## config.mk

```make
export PLATFORM = sky130hd
export DESIGN_NAME = debug_baud_ctrl
export DESIGN_NICKNAME = d
export VERILOG_FILES = /design/src/rtl/debug_baud_ctrl.sv
export SDC_FILE = /design/constraint.sdc
export NUM_CORES = 1
export LEC_CHECK = 0
export BUFFER_PORTS_ARGS = -buffer_cell sky130_fd_sc_hd__buf_4
export CAP_MARGIN = 20
export CORE_ASPECT_RATIO = 1.75
export CORE_MARGIN = 2
export CORE_UTILIZATION = 54
export CTS_CLUSTER_SIZE = 20
export DETAILED_ROUTE_END_ITERATION = 8
export GPL_ROUTABILITY_DRIVEN = 0
export PLACE_DENSITY = 0.86
export SYNTH_ARGS = -nofsm -noshare
export SYNTH_HDL_FRONTEND = slang
export SYNTH_SLANG_ARGS = --single-unit
export TNS_END_PERCENT = 10
```

## constraint.sdc

```tcl
create_clock -name clk -period 3.75 [get_ports clk]
set_input_delay 1.125 -clock clk [delete_from_list [all_inputs] [get_ports clk]]
set_output_delay 1.125 -clock clk [all_outputs]
set_load 0.02 [all_outputs]
```

## src/rtl/debug_baud_ctrl.sv

```systemverilog
// Sequencing controller for the debug auto-baud detector and UART baud generator.
// Arms the detector, validates its divisors, arbitrates with host writes and re-arms on line breaks.
module debug_baud_ctrl #(
    parameter logic [7:0] DEFAULT_DIV = 8'd26,
    parameter logic [7:0] MIN_DIV     = 8'd2,
    parameter int         REARM_CYC   = 4,
    parameter int         BREAK_BITS  = 12
) (
    input  logic       clk,
    input  logic       rst,
    input  logic       ab_wr,
    input  logic [7:0] ab_div,
    input  logic [1:0] ab_rx_sel,
    output logic       ab_rst_n,
    output logic       ab_disabled,
    input  logic       host_wr,
    input  logic [7:0] host_div,
    input  logic       host_lock,
    input  logic       rx,
    output logic       baud_wr,
    output logic [7:0] baud_div,
    output logic [1:0] rx_sel,
    output logic       locked,
    output logic [1:0] state
);

    localparam int             RCW        = (REARM_CYC > 1) ? $clog2(REARM_CYC) : 1;
    localparam logic [RCW-1:0] REARM_LAST = RCW'(REARM_CYC - 1);
    localparam logic [3:0]     BIT_LAST   = 4'(BREAK_BITS - 1);

    typedef enum logic [1:0] {
        ST_REARM  = 2'd0,
        ST_HUNT   = 2'd1,
        ST_LOCKED = 2'd2,
        ST_FORCED = 2'd3
    } state_e;

    state_e         state_q, state_d;
    logic [RCW-1:0] rearm_cnt_q, rearm_cnt_d;
    logic [12:0]    sub_cnt_q, sub_cnt_d;
    logic [3:0]     bit_cnt_q, bit_cnt_d;
    logic           ab_rst_n_q, ab_rst_n_d;
    logic           ab_dis_q, ab_dis_d;
    logic [7:0]     baud_div_q, baud_div_d;
    logic           baud_wr_q, baud_wr_d;
    logic           wr_pend_q, wr_pend_d;
    logic [1:0]     rx_sel_q, rx_sel_d;
    logic           locked_q, locked_d;

    logic           host_ok;
    logic           ab_accept;
    logic           wr_evt;
    logic [12:0]    bit_last;

    assign host_ok  = host_wr && (host_div != 8'd0);
    // Detector divisor is pulse_width/32, so one bit-time is baud_div*32 clocks.
    assign bit_last = {baud_div_q, 5'b0} - 13'd1;

    always_comb begin
        state_d     = state_q;
        rearm_cnt_d = rearm_cnt_q;
        sub_cnt_d   = sub_cnt_q;
        bit_cnt_d   = bit_cnt_q;
        baud_div_d  = baud_div_q;
        rx_sel_d    = rx_sel_q;
        ab_accept   = 1'b0;
        wr_evt      = 1'b0;

        if (host_ok) begin
            baud_div_d  = host_div;
            wr_evt      = 1'b1;
            rearm_cnt_d = '0;
            sub_cnt_d   = '0;
            bit_cnt_d   = '0;
            state_d     = host_lock ? ST_FORCED : ST_LOCKED;
        end else if (!(host_lock && (state_q != ST_FORCED))) begin
            // host_lock outside FORCED freezes everything until a host write arrives.
            case (state_q)
                ST_REARM: begin
                    if (rearm_cnt_q == REARM_LAST) begin
                        rearm_cnt_d = '0;
                        state_d     = ST_HUNT;
                    end else begin
                        rearm_cnt_d = rearm_cnt_q + RCW'(1);
                    end
                end
                ST_HUNT: begin
                    if (ab_wr) begin
                        if (ab_div >= MIN_DIV) begin
                            baud_div_d = ab_div;
                            wr_evt     = 1'b1;
                            ab_accept  = 1'b1;
                            state_d    = ST_LOCKED;
                        end else begin
                            state_d = ST_REARM;
                        end
                    end
                end
                ST_LOCKED: begin
                    if (rx) begin
                        sub_cnt_d = '0;
                        bit_cnt_d = '0;
                    end else if (sub_cnt_q == bit_last) begin
                        sub_cnt_d = '0;
                        if (bit_cnt_q == BIT_LAST) begin
                            bit_cnt_d = '0;
                            state_d   = ST_REARM;
                        end else begin
                            bit_cnt_d = bit_cnt_q + 4'd1;
                        end
                    end else begin
                        sub_cnt_d = sub_cnt_q + 13'd1;
                    end
                end
                ST_FORCED: begin
                    sub_cnt_d = '0;
                    bit_cnt_d = '0;
                    if (!host_lock) begin
                        state_d = ST_REARM;
                    end
                end
                default: state_d = ST_REARM;
            endcase
        end

        if ((ab_rx_sel != 2'd0) && !host_lock && ((state_q == ST_LOCKED) || ab_accept)) begin
            rx_sel_d = ab_rx_sel;
        end

        // A write landing while the strobe is high is deferred one cycle so pulses never abut.
        baud_wr_d  = (wr_evt || wr_pend_q) && !baud_wr_q;
        wr_pend_d  = (wr_evt || wr_pend_q) && baud_wr_q;
        ab_rst_n_d = (state_d != ST_REARM);
        ab_dis_d   = (state_d == ST_FORCED) || host_lock;
        locked_d   = (state_d == ST_LOCKED) || (state_d == ST_FORCED);
    end

    always_ff @(posedge clk) begin
        if (rst) begin
            state_q     <= ST_REARM;
            rearm_cnt_q <= '0;
            sub_cnt_q   <= '0;
            bit_cnt_q   <= '0;
            ab_rst_n_q  <= 1'b0;
            ab_dis_q    <= 1'b0;
            baud_div_q  <= DEFAULT_DIV;
            baud_wr_q   <= 1'b0;
            wr_pend_q   <= 1'b0;
            rx_sel_q    <= 2'd0;
            locked_q    <= 1'b0;
        end else begin
            state_q     <= state_d;
            rearm_cnt_q <= rearm_cnt_d;
            sub_cnt_q   <= sub_cnt_d;
            bit_cnt_q   <= bit_cnt_d;
            ab_rst_n_q  <= ab_rst_n_d;
            ab_dis_q    <= ab_dis_d;
            baud_div_q  <= baud_div_d;
            baud_wr_q   <= baud_wr_d;
            wr_pend_q   <= wr_pend_d;
            rx_sel_q    <= rx_sel_d;
            locked_q    <= locked_d;
        end
    end

    assign state       = state_q;
    assign ab_rst_n    = ab_rst_n_q;
    assign ab_disabled = ab_dis_q;
    assign baud_div    = baud_div_q;
    assign baud_wr     = baud_wr_q;
    assign rx_sel      = rx_sel_q;
    assign locked      = locked_q;

endmodule

```

# Yosys cells after proc, flatten, opt, wreduce, memory -nomap -nowiden
# Cells that the tools add are included.
word_totals:
  ff_bits: 36
  in_bits: 24
  out_inout_bits: 16
  wordCells: 83
classes:
  n_eq_ne: 11
  n_bitwise: 1
  addsub: 4
  n_mux: 30
  order_cmp: 1
  n_reduce_logical: 25
op_table:
  columns: ["op", "n"]
  rows:
  - ["$mux W8", 5]
  - ["$mux W13", 2]
  - ["$pmux W13 S2", 1]
  - ["$mux W2", 10]
  - ["$add A13 B1 Y13 const B", 1]
  - ["$eq A13 B13 Y1", 1]
  - ["$sub A13 B1 Y13 const B", 1]
  - ["$mux W4", 3]
  - ["$reduce_bool A2 Y1", 6]
  - ["$eq A2 B2 Y1 const B", 5]
  - ["$ge A8 B2 Y1 const B", 1]
  - ["$pmux W2 S4", 1]
  - ["$pmux W4 S2", 1]
  - ["$reduce_bool A8 Y1", 1]
  - ["$mux W1", 7]
  - ["$logic_and A1 B1 Y1", 6]
  - ["$add A4 B1 Y4 const B", 1]
  - ["$eq A4 B4 Y1 const B", 1]
  - ["$logic_or A1 B1 Y1", 4]
  - ["$ne A2 B2 Y1 const B", 2]
  - ["$reduce_and A2 Y1", 2]
  - ["$reduce_and A4 Y1", 1]
  - ["$ne A3 B3 Y1 const B", 1]
  - ["$reduce_and A3 Y1", 1]
  - ["other kinds (6)", 7]

# Logic depth before layout (Yosys ltp)
# Gate-level depths: netlist of the first run.
logic_depth:
  word_depth: 9
  ltp_mapped: 10
  ltp_nobuf: 8

# Worst setup path before layout of the first run
# No wires, ideal clock.
synth_timing:
  path_kind: "input to register"
  startpoint: "in host_div[2]"
  endpoint: "reg sub_cnt_q[3]"
  t_required_ns: 3.688
  cell_stages: 7
  t_arrival_ns: 3.023
  setup_ns: 0.062
  slack_ns: 0.665
  n_path_buf: 1
  path_cell_list: "or4_1 o21ai_2 nand2b_1 clkbuf_1 or3_1 or3_1 nand3_1"
synth_between:
  elab_chain_cells: 3
synth_lines:
  columns: ["element", "line_no", "rtl"]
  rows:
  - ["start, declared", "17", "input logic [7:0] host_div,"]
  - ["$reduce_bool A8 Y1", "55", "assign host_ok = host_wr && (host_div != 8'd0);"]
  - ["$logic_and A1 B1 Y1", "55", null]
  - ["$reduce_or A2 Y1 (no source line)", null, null]
  - ["end signal, assigned", "154", "sub_cnt_q <= sub_cnt_d;"]
  - ["end, declared", "40", "logic [12:0] sub_cnt_q, sub_cnt_d;"]
# Every way passes these cells.
# A chain may end at the register's enable or synchronous reset.

# Worst setup path after layout of the first run
layout_timing:
  startpoint: "reg baud_div_q[0] (netlist: baud_div[0])"
  endpoint: "reg ab_rst_n_q (netlist: ab_rst_n)"
layout_between:
  elab_chain_cells: 8
layout_lines:
  columns: ["element", "line_no", "rtl"]
  rows:
  - ["start, declared", "44", "logic [7:0] baud_div_q, baud_div_d;"]
  - ["start signal, assigned", "158", "baud_div_q <= baud_div_d;"]
  - ["$sub A13 B1 Y13", "57", "assign bit_last = {baud_div_q, 5'b0} - 13'd1;"]
  - ["$eq A13 B13 Y1", "103", "end else if (sub_cnt_q == bit_last) begin"]
  - ["$mux W2", "103", null]
  - ["$mux W2", "100", "if (rx) begin"]
  - ["$pmux W2 S4", "78", "case (state_q)"]
  - ["$mux W2", "76", "end else if (!(host_lock && (state_q != ST_FORCED))) begin"]
  - ["$mux W2", "69", "if (host_ok) begin"]
  - ["$reduce_bool A2 Y1", "133", "ab_rst_n_d = (state_d != ST_REARM);"]
  - ["end signal, assigned", "156", "ab_rst_n_q <= ab_rst_n_d;"]
  - ["end, declared", "42", "logic ab_rst_n_q, ab_rst_n_d;"]
# Every way passes these cells.

==> reports/qor.yml, run 1 <==
critical_path:
  critical_path.startpoint: "baud_div[0]"
  critical_path.slowest_cell: "or4_1"
  rr_worst_depth: 8
  worst-setup-path-type: "flop to flop"
  crit_path_start_kind: "flop"
  crit_fanout: 17
  reg2reg_setup_slack_ns: 0.66
  required_ns: 3.92
  crit-reg2reg-launch: "baud_div[0]"
  timing.rr.end: "ab_rst_n"
  slowest_delay_ns: 0.82
  timing.critical_path.cells: "inv_1 -> ha_1 -> nor2b_1 -> or3_1 -> a31o_2 -> or4_1 -> o31ai_1 -> nand3b_1"
  critical_path.endpoint_type: "flop"
  timing.critical_path.arrival_ns: 3.27
global_routing:
  first_pass_grt_wire_length_um: 7831
  grt_pass1_vias: 1855
  antenna_found_initial: 0
  grt_max_degree: 18
  overflow: 0
  global_route.usage.total_pct: 23.36
pwr:
  sequentialPowerShare_pct: 50.1
  power_frac_clock_pct: 33.9
  switchingPower_mw: 0.2340
  cellLeakagePower_nw: 0.9409
  power_per_cell_area_mw_per_mm2: 340.7
  internal_power_mw: 0.5913
  p_sw_share_pct: 28.36
  vdd.ir_drop.worst_mv: 0.3596
  power.combinational.fraction_pct: 16.0
placed_design:
  cell_count_post_placement: 325
  place.detailed.hpwl_um: 3516
  io_buffers: 39
  placed_cell_area_mm2: 0.002330
logic_synthesis:
  ys.flop_type: "dfxtp_1"
  synth.ff_latch_count: 36
  synth-edff-count: 0
  syn-mean-instance-area_um2: 8.087
  synth_top_cell_by_area: "dfxtp_1"
  yosys_warnings: 0
  synth_adder_area_share_pct: 2.495
  synth.top_cell.area_share_pct: 35.93
  muxShareOfSynthArea_pct: 5.989
  syn_area_mm2: 0.002006
  synth-compound-area-share_pct: 17.22
  async_reset_ff_share_pct: 0
  main_combinational_cell_family_by_area_after_synthesis: "simple AND/OR/NAND/NOR gates"
  synthXorXnorAreaFrac_pct: 4.367
  synth_cell_types: 50
  synth_area_leaders: "dfxtp_1, mux2i_1, nand3_1"
  netlist_instances: 248
  yosysSeqAreaShare_pct: 35.93
  synthesized_nets: 276
  post_synth_and_or_nand_nor_area_fraction_pct: 29.51
timing:
  fin_skew_ns: 0.006041
  rsz0062_at_grt: "no"
  final.hold.worst_slack_ns: 0.4563
  final_worst_path_period_need_ns: 3.092
  timing_worst_slew_pin_value_ns: 0.9085
  total_of_endpoints_with_negative_setup_slack_in_the_final_report: 0
  layout_worst_path_cycle_share_pct: 82.46
  clock.fmax_ghz: 0.3234
  relSlewSlack_pct: 39.21
  drv_slew: 0
  hold_violations: 0
  final.setup.tns_ns: 0
floorplan:
  design.portCount: 40
  die_w_um: 50.07
  initial_core_util_pct: 55.83
  fp-row-count: 29
  die-height_um: 84.62
  die_area_mm2: 0.004237
  core_mm2: 0.003592
cts:
  clock_edge_transition_at_the_registers_on_the_reported_setup_and_hold_paths_ns: 0.08
  cts.sink_count: 36
  buffer_levels_on_the_longest_clock_path: 2
  cts_made_buffers: 5
  ctsRootBufferMaster: "clkbuf_8"
  clock_latency_ns: 0.29
  ctsHtreeMaxLevel: 2
  cts_setup_buffers: 0
  cts_tree: "built"
  cts_repair_resized_insts: 0
  cts_hold_buffers: 0
drt:
  antenna_violating_nets_post_route: 0
  initial_drc_count: 34
  wire_per_inst_um: 13.75
  routed_via_density: 5.742
  drt_drc_violations_left: 0
  route.vias.total: 1912
  drtPass1Iterations: 4
  totalWireLength_um: 4578
layout:
  final_common_cell: "buf_4"
  finish.utilization_pct: 67.43
  final_cell_count_no_fill: 333
  drive_gt1_share_pct: 20.21
  layout_area_growth_over_synthesis_pct: 20.77
  layout.nets: 314
  mostFrequentLayoutCells: "buf_4, dfxtp_1, nor2_1, nand2_1, nand3_1"
  antenna_cells: 0
  postLayoutCellArea_mm2: 0.002422
hold_path:
  hp-class: "flop to flop"
  hp-start: "baud_wr"
  hold-path-cell-count: 1
  holdPathEnd: "baud_wr"
flow_run:
  maxCapViolations: 0
outcome:
  status: "complete, no violations"
power groups by stage:
stage	Combinational (mW)	Clock [mW]	Sequential [mW]
after floorplan	0.0656	0	0.432
after global placement	0.130	0	0.422
after detailed placement	0.132	0	0.422
after CTS	0.133	0.285	0.413
after global routing	0.145	0.303	0.415
final	0.132	0.279	0.413
through the flow:
stage	power, mW	worst slack [ns]
after detailed placement	0.5544	0.6222
final	0.8253	0.6576
after CTS	0.8309	0.6532
after floorplan	0.4972	0.6653
after global placement	0.5522	0.6419
after global routing	0.8630	0.4605
per-layer routing:
metal	track usage (%)	wire length, um	vias up
met5	0	0	-
met4	10.86	113	0
met3	4.270	116	10
met2	44.14	2518	32
met1	23.52	1830	896
li1	-	-	974
cells in the mapped netlist, types with 4 or more instances:
library cell   n
ha_1           4
inv_1          8
nand2_1       20
and3_1         4
a211oi_1       5
nand4_1        5
xor2_1         4
clkbuf_1       8
or4_1          4
mux2i_1       12
a21oi_1       11
o21ai_0        8
xnor2_1        6
nand3_1       19
nor2_1        25
nor3_1         9
a31oi_1        5
dfxtp_1       36
worst max-delay path: cells and delay by family, from the launching register on:
| family | cells | cell delay (ns) |
|---|---|---|
| AND/OR/NAND/NOR | 4 | 1.45 |
| AO/OA/AOI/OAI | 2 | 0.74 |
| flip-flops | 1 | 0.47 |
| adder cells (fa/ha/maj) | 1 | 0.23 |
| buffers and inverters | 1 | 0.08 |
kinds of logic (layout without fill, tap and decap cells):
| logic type | count (synthesis) | count (layout) |
|---|---|---|
| flip-flops | 36 | 36 |
| adder cells (fa/ha/maj) | 4 | 4 |
| AND/OR/NAND/NOR | 113 | 113 |
| multiplexers | 12 | 12 |
| AO/OA/AOI/OAI | 52 | 52 |
| XOR/XNOR | 10 | 10 |
| buffers and inverters | 21 | 60 |
flip-flops by register name, summed over array words and instances, names as in the netlist:
signal,cells
rx_sel,2
rearm_cnt_q,2
locked,1
baud_wr,1
ab_rst_n,1
sub_cnt_q,13
ab_disabled,1
state,2
wr_pend_q,1
baud_div,8
bit_cnt_q,4
how the worst max path moves through the flow:
stage	to	depth (start not counted)	slack, ns
2_1_floorplan	sub_cnt_q[3]	7	0.67
3_3_place_gp	sub_cnt_q[3]	7	0.64
3_5_place_dp	sub_cnt_q[3]	7	0.62
4_1_cts	ab_rst_n	8	0.65
5_1_grt	state[1]	8	0.46
6_report	ab_rst_n	8	0.66
cell type report:
class	instances	area, um^2
clock buffers	5	68.82
inverters	9	33.78
repair buffers	43	322.8
fillers	304	1170
multi-input cells	191	1195
well taps	46	57.56
clock inverters	3	23.77
flip-flops and latches	36	720.7
No activity file was read; power rests on OpenSTA's default activity.
==> inputs of run 2 (changes only) <==
- ABC_AREA: default -> 1
- CORE_UTILIZATION: 54 -> 55
- PLACE_DENSITY: 0.86 -> 0.87
- clock period: 3.75 -> 3 ns (I/O delays scaled with it)
==> run 2 against run 1 <==
  * Critical path depth grew 5
  * Design area grew 2.4%
  * Clock skew shrank 0.0011 ns
  * Area after synthesis grew 3.0%
  * Global-route usage grew 2.4 points
  * Critical endpoint is now sub_cnt_q[2]
  * Largest power group unchanged
  * Highest routed layer unchanged
==> reports/qor.yml, run 2 <==
logic_synthesis:
  netlist_instances: 304  # was 248
  synth.ff_latch_count: 36  # unchanged
  yosys_warnings: 0  # unchanged
  post-synth-top-count-cell: "nand2_1"  # was dfxtp_1
  synth-compound-area-share_pct: 13.20  # was 17.22%
  ys.flop_type: "dfxtp_1"  # unchanged
  async_reset_ff_share_pct: 0  # unchanged
  synth_area_leaders: "dfxtp_1, nand2_1, inv_1"  # was dfxtp_1, mux2i_1, nand3_1
  main_combinational_cell_family_by_area_after_synthesis: "simple AND/OR/NAND/NOR gates"  # unchanged
  synth_adder_area_share_pct: 2.423  # was 2.495%
  syn-mean-instance-area_um2: 6.795  # was 8.087 um^2
  synthXorXnorAreaFrac_pct: 6.360  # was 4.367%
  yosysSeqAreaShare_pct: 34.89  # was 35.93%
  syn_area_mm2: 0.002066  # was 0.002006 mm^2
  synth.cells.most_frequent: "nand2_1, inv_1, nor2_1"  # was dfxtp_1, nor2_1, nand2_1
  synthesized_nets: 332  # was 276
  synth-edff-count: 0  # unchanged
  post_synth_and_or_nand_nor_area_fraction_pct: 33.01  # was 29.51%
  muxShareOfSynthArea_pct: 0  # was 5.989%
  synth_cell_types: 29  # was 50
  synth.top_cell.area_share_pct: 34.89  # was 35.93%
  synth_top_cell_by_area: "dfxtp_1"  # unchanged
critical_path:
  required_ns: 3.16  # was 3.92 ns
  critical-path-top-delay-family: "simple AND/OR/NAND/NOR gates"  # unchanged
  timing.rr.end: "sub_cnt_q[2]"  # was ab_rst_n
  timing.critical_path.cells: "inv_2 -> ha_1 -> nand3_2 -> o21ai_1 -> nand2_1 -> nand2_1 -> nand2_1 -> nor2_2 -> nand2_2 -> nand3_2 -> nor2_1 -> a21oi_1 -> nor2_1"  # was inv_1 -> ha_1 -> nor2b_1 -> or3_1 -> a31o_2 -> or4_1 -> o31ai_1 -> nand3b_1
  worst-setup-path-type: "flop to flop"  # unchanged
  timing.critical_path.arrival_ns: 2.26  # was 3.27 ns
  worstPathBufferInverterCount: 1  # unchanged
  rr_worst_depth: 13  # was 8
  crit_fanout: 12  # was 17
  crit_path_start_kind: "flop"  # unchanged
  crit-reg2reg-launch: "baud_div[0]"  # unchanged
  critical_path.slowest_cell: "dfxtp_1"  # was or4_1
  reg2reg_setup_slack_ns: 0.90  # was 0.66 ns
  slowest_delay_ns: 0.36  # was 0.82 ns
  critical_path.endpoint_type: "flop"  # unchanged
  path_common_cell: "nand2_1"
layout:
  final_common_cell: "nand2_1"  # was buf_4
  drive_gt1_share_pct: 17.82  # was 20.21%
  fill_cells: 310  # was 304
  largest_register_ffs: 13  # unchanged
  sequential_cell_area_um2: 720.7  # unchanged
  largest-register: "sub_cnt_q"  # unchanged
  area_of_the_multi_input_gates_mm2: 0.001136  # was 0.001195 mm^2
  antenna_cells: 0  # unchanged
  layout_area_growth_over_synthesis_pct: 20.05  # was 20.77%
  mostFrequentLayoutCells: "nand2_1, inv_1, buf_4, nor2_1, dfxtp_1"  # was buf_4, dfxtp_1, nor2_1, nand2_1, nand3_1
  layout.nets: 376  # was 314
global_routing:
  groute.layer.met2.usage_pct: 47.01  # was 44.14%
  overflow: 0  # unchanged
  antenna_found_initial: 0  # unchanged
  met1_usage_pct: 26.03  # was 23.52%
  grt-busiest-layer: "met2"  # unchanged
  gr-usage-met3_pct: 4.049  # was 4.270%
  grt_max_degree: 15  # was 18
  global_route.usage.total_pct: 25.72  # was 23.36%
  grt_pass1_vias: 2066  # was 1855
  first_pass_grt_wire_length_um: 8542  # was 7831 um
timing:
  timing_worst_slew_pin_value_ns: 0.5374  # was 0.9085 ns
  drv_slew: 0  # unchanged
  fin_skew_ns: 0.004899  # was 0.006041 ns
  total_of_endpoints_with_negative_setup_slack_in_the_final_report: 0  # unchanged
  final.hold.worst_slack_ns: 0.4634  # was 0.4563 ns
  layout_worst_path_cycle_share_pct: 69.90  # was 82.46%
  final.setup.tns_ns: 0  # unchanged
  final_worst_path_period_need_ns: 2.097  # was 3.092 ns
  clock.fmax_ghz: 0.4768  # was 0.3234 GHz
  rsz0062_at_grt: "no"  # unchanged
  fin_ws_ns: 0.9029  # was 0.6576 ns
  hold_violations: 0  # unchanged
  relSlewSlack_pct: 63.90  # was 39.21%
drt:
  wire_per_inst_um: 12.77  # was 13.75 um
  antenna_violating_nets_post_route: 0  # unchanged
  route.vias.total: 2107  # was 1912
  initial_drc_count: 66  # was 34
  drt_drc_violations_left: 0  # unchanged
  drtPass1Iterations: 6  # was 4
  routed_via_density: 5.348  # was 5.742
  totalWireLength_um: 5031  # was 4578 um
hold_path:
  hp-start: "rx_sel[1]"  # was baud_wr
  holdPathEnd: "rx_sel[1]"  # was baud_wr
  hold-path-cell-count: 2  # was 1
  hp-class: "flop to flop"  # unchanged
cts:
  cts_made_buffers: 5  # unchanged
  ctsRootBufferMaster: "clkbuf_8"  # unchanged
  ctsHtreeMaxLevel: 2  # unchanged
  cts.sink_count: 36  # unchanged
  clock_latency_ns: 0.28  # was 0.29 ns
  cts_repair_resized_insts: 0  # unchanged
  clock_edge_transition_at_the_registers_on_the_reported_setup_and_hold_paths_ns: 0.06  # was 0.08 ns
  cts_tree: "built"  # unchanged
  buffer_levels_on_the_longest_clock_path: 2  # unchanged
  cts_setup_buffers: 0  # unchanged
  cts_hold_buffers: 0  # unchanged
floorplan:
  die-height_um: 85.07  # was 84.62 um
  fp-row-count: 29  # unchanged
  die_w_um: 50.33  # was 50.07 um
  initial_core_util_pct: 56.93  # was 55.83%
  core_mm2: 0.003628  # was 0.003592 mm^2
  die_area_mm2: 0.004281  # was 0.004237 mm^2
  design.portCount: 40  # unchanged
placed_design:
  placement.setup.worst_slack_ns: 0.6485  # was 0.6222 ns
  io_buffers: 39  # unchanged
  place.detailed.hpwl_um: 4010  # was 3516 um
outcome:
  status: "complete, no violations"  # unchanged
pwr:
  power.combinational.fraction_pct: 18.6  # was 16.0%
  power_per_cell_area_mw_per_mm2: 410.4  # was 340.7 mW/mm^2
  p_sw_share_pct: 28.20  # was 28.36%
  cellLeakagePower_nw: 1.074  # was 0.9409 nW
  sequentialPowerShare_pct: 50.6  # was 50.1%
  vdd.ir_drop.worst_mv: 0.3703  # was 0.3596 mV
  switchingPower_mw: 0.2870  # was 0.2340 mW
  internal_power_mw: 0.7309  # was 0.5913 mW
  power_frac_clock_pct: 30.8  # was 33.9%
flow_run:
  maxCapViolations: 0  # unchanged
run 2: cell count changes in the layout (fill, tap and decap cells not counted), moves of 5 or more:
cell / change
nor3_1: -5
nand2_1: +49
o221ai_1: +5
a211oi_1: -5
a21oi_1: +6
nor4_1: +6
xor2_1: +7
mux2i_1: -12
nor2_1: +12
inv_1: +38
run 2: cell families (layout without fill, tap and decap cells):
kind of cell               after synthesis  in the layout
and+or+nand+nor                        153            153
adders and majority gates                4              4
buffers and inverters                   53             97
AOI/OAI and AO/OA                       43             43
DFF                                     36             36
xor gates and xnor gates                15             15
run 2: final cells by class:
cell class / instances / share of cell area, %
Inverter: 50 / 7.568
Multi-Input combinational cell: 215 / 45.81
Tap cell: 46 / 2.321
Clock inverter: 1 / 0.2018
Sequential cell: 36 / 29.06
Timing Repair Buffer: 40 / 12.11
Clock buffer: 6 / 2.926
run 2: worst max path at each step:
stage,cells past startpoint,start,end,slack (ns)
floorplan,8,host_div[7],bit_cnt_q[2],0.98
global placement,8,host_div[2],rearm_cnt_q[1],0.70
detailed placement,8,host_div[7],rearm_cnt_q[1],0.65
CTS,13,baud_div[0],sub_cnt_q[2],0.93
global route,8,host_div[2],sub_cnt_q[4],0.62
finish,13,baud_div[0],sub_cnt_q[2],0.90
run 2: worst reg2reg max path: cells and delay by family (launching register included):
family	cells	cell delay, ns
fa+ha+maj	1	0.24
compound gates	2	0.35
simple gates	9	0.91
flops	1	0.36
buf+inv	1	0.11
run 2: per-stage QoR:
stage	cells	instance area (um^2)	utilization (%)	total power, mW
6_report	394	2480	68.34	1.018
5_1_grt	394	2480	68.34	1.065
4_1_cts	394	2480	68.34	1.025
3_5_place_dp	387	2402	66.21	0.7139
3_3_place_gp	387	2402	66.21	0.7106
2_1_floorplan	304	2066	-	0.6348
run 2: layer usage:
metal / routed length [um] / vias to the layer above
met5: 0 / -
met4: 246 / 0
met3: 189 / 24
met2: 2718 / 77
met1: 1875 / 929
li1: - / 1077
run 2: power groups by stage:
stage                     sequential (mW)  combinational, mW  clock, mW
after floorplan                     0.543             0.0921          0
after global placement              0.525              0.186          0
after detailed placement            0.526              0.188          0
after CTS                           0.515              0.189      0.322
after global routing                0.517              0.210      0.338
final                               0.515              0.190      0.313
==> inputs of run 3 (changes only) <==
- clock period: 3 -> 2.1 ns (I/O delays scaled with it)
==> run 3 against run 2 <==
  * Utilization rose by 1.9 points
  * Clock power grew 88%
  * Largest cell class unchanged
  * Cell count grew 1.3%
  * Highest routed layer unchanged
  * Register-to-register slack worse by 0.69 ns
  * Flip-flop and latch count unchanged
==> reports/qor.yml, run 3 (synthesis gave the netlist of run 2 again) <==
layout:
  layout.nets: 380  # was 376
  largest-register: "sub_cnt_q"  # unchanged
  antenna_cells: 0  # unchanged
  postLayoutCellArea_mm2: 0.002547  # was 0.002480 mm^2
  mostFrequentLayoutCells: "nand2_1, inv_1, buf_4, nor2_1, dfxtp_1"  # unchanged
  final_common_cell: "nand2_1"  # unchanged
  largest_register_ffs: 13  # unchanged
  layout_area_growth_over_synthesis_pct: 23.32  # was 20.05%
  final_cell_count_no_fill: 399  # was 394
  drive_gt1_share_pct: 18.98  # was 17.82%
  finish.utilization_pct: 70.21  # was 68.34%
placed_design:
  place.detailed.hpwl_um: 4025  # was 4010 um
  placed_cell_area_mm2: 0.002432  # was 0.002402 mm^2
  io_buffers: 39  # unchanged
  cell_count_post_placement: 391  # was 387
  placement.setup.worst_slack_ns: 0.04388  # was 0.6485 ns
floorplan:
  die_w_um: 50.33  # unchanged
  die-height_um: 85.07  # unchanged
  initial_core_util_pct: 56.93  # unchanged
  die_area_mm2: 0.004281  # unchanged
  core_mm2: 0.003628  # unchanged
  fp-row-count: 29  # unchanged
  design.portCount: 40  # unchanged
critical_path:
  required_ns: 2.28  # was 3.16 ns
  timing.critical_path.arrival_ns: 2.06  # was 2.26 ns
  crit_fanout: 5  # was 12
  critical_path.endpoint_type: "flop"  # unchanged
  worst-setup-path-type: "flop to flop"  # unchanged
  timing.rr.end: "ab_rst_n"  # was sub_cnt_q[2]
  crit-reg2reg-launch: "baud_div[0]"  # unchanged
  rr_worst_depth: 14  # was 13
  crit_path_start_kind: "flop"  # unchanged
  reg2reg_setup_slack_ns: 0.22  # was 0.90 ns
timing:
  rsz0062_at_grt: "no"  # unchanged
  total_of_endpoints_with_negative_setup_slack_in_the_final_report: 0  # unchanged
  drv_slew: 0  # unchanged
  relSlewSlack_pct: 71.47  # was 63.90%
  clock.fmax_ghz: 0.5309  # was 0.4768 GHz
  final.hold.worst_slack_ns: 0.4667  # was 0.4634 ns
  layout_worst_path_cycle_share_pct: 89.70  # was 69.90%
  timing_worst_slew_pin_value_ns: 0.4275  # was 0.5374 ns
  hold_violations: 0  # unchanged
  fin_skew_ns: 0.004130  # was 0.004899 ns
  final_worst_path_period_need_ns: 1.884  # was 2.097 ns
  fin_ws_ns: 0.2163  # was 0.9029 ns
  final.setup.tns_ns: 0  # unchanged
drt:
  initial_drc_count: 83  # was 66
  wire_per_inst_um: 12.85  # was 12.77 um
  routed_via_density: 5.429  # was 5.348
  drt_drc_violations_left: 0  # unchanged
  route.vias.total: 2166  # was 2107
  totalWireLength_um: 5128  # was 5031 um
  drtPass1Iterations: 4  # was 6
  antenna_violating_nets_post_route: 0  # unchanged
outcome:
  status: "complete, no violations"  # unchanged
cts:
  cts_made_buffers: 5  # unchanged
  clock_latency_ns: 0.29  # was 0.28 ns
  cts_hold_buffers: 0  # unchanged
  cts_tree: "built"  # unchanged
  ctsRootBufferMaster: "clkbuf_8"  # unchanged
  buffer_levels_on_the_longest_clock_path: 2  # unchanged
  ctsHtreeMaxLevel: 2  # unchanged
  clock_edge_transition_at_the_registers_on_the_reported_setup_and_hold_paths_ns: 0.07  # was 0.06 ns
  cts.sink_count: 36  # unchanged
flow_run:
  maxCapViolations: 0  # unchanged
hold_path:
  hp-class: "flop to flop"  # unchanged
  hp-start: "rx_sel[1]"  # unchanged
  hold-path-cell-count: 2  # unchanged
  holdPathEnd: "rx_sel[1]"  # unchanged
global_routing:
  grt_max_degree: 15  # unchanged
  overflow: 0  # unchanged
  global_route.usage.total_pct: 26.30  # was 25.72%
  first_pass_grt_wire_length_um: 8811  # was 8542 um
  grt_pass1_vias: 2110  # was 2066
  antenna_found_initial: 0  # unchanged
pwr:
  cellLeakagePower_nw: 1.109  # was 1.074 nW
  power_per_cell_area_mw_per_mm2: 631.3  # was 410.4 mW/mm^2
  totalPowerFinal_mw: 1.608  # was 1.018 mW
  vdd.ir_drop.worst_mv: 0.6249  # was 0.3703 mV
-- run 3: cell types whose count changed in the layout (fill, tap and decap cells not counted) --
cell       delta
buf_4         +4
bufinv_16     +1
nand3_2       -1
nand3_4       +1
-- run 3: routing by layer --
| layer | routed length [um] | vias to the layer above | global-route usage, % |
|---|---|---|---|
| met1 | 1925 | 1007 | 27.06 |
| met4 | 153 | 0 | 9.828 |
| met5 | 0 | - | 0 |
| met3 | 177 | 19 | 4.930 |
| met2 | 2871 | 53 | 50.48 |
| li1 | - | 1087 | - |
-- run 3: worst max-delay path by stage --
stage | cells after the start | slack [ns] | endpoint | startpoint
after global routing | 17 | 0.02 | ab_rst_n | baud_div[0]
final | 14 | 0.22 | ab_rst_n | baud_div[0]
after CTS | 14 | 0.18 | sub_cnt_q[6] | baud_div[0]
after floorplan | 12 | 0.18 | sub_cnt_q[9] | baud_div[0]
after detailed placement | 8 | 0.04 | rearm_cnt_q[0] | host_div[7]
after global placement | 8 | 0.11 | bit_cnt_q[3] | host_div[7]
-- run 3: what timing repair did --
item	CTS	global route
buffers inserted	0	0
endpoints found under the setup margin	0	7
gates resized for setup	0	1
-- run 3: where the power goes --
group | leakage [nW] | internal, mW | switching (mW)
registers | 0.294 | 0.709 | 0.0245
clock network | 0.0552 | 0.352 | 0.238
logic | 0.759 | 0.116 | 0.167
-- run 3: area by class of cell --
class                   count  area (um^2)
repair buffers             44        330.3
clock buffers               6        72.57
inverters                  50        187.7
well taps                  46        57.56
multi-input cells         215         1144
fillers                   322         1081
clock inverters             2        35.03
flip-flops and latches     36        720.7
-- run 3: worst max-delay path: stages, from the launching register on --
cell	delay, ns
dfxtp_1	0.35
inv_2	0.07
ha_1	0.32
xor2_1	0.14
nand2_1	0.06
nor2_1	0.08
nand3_1	0.10
nor2_2	0.13
nand3_1	0.08
nand2_1	0.07
nand2_1	0.05
nand2_1	0.08
nand2_1	0.07
nand2_1	0.10
nand2_1	0.06
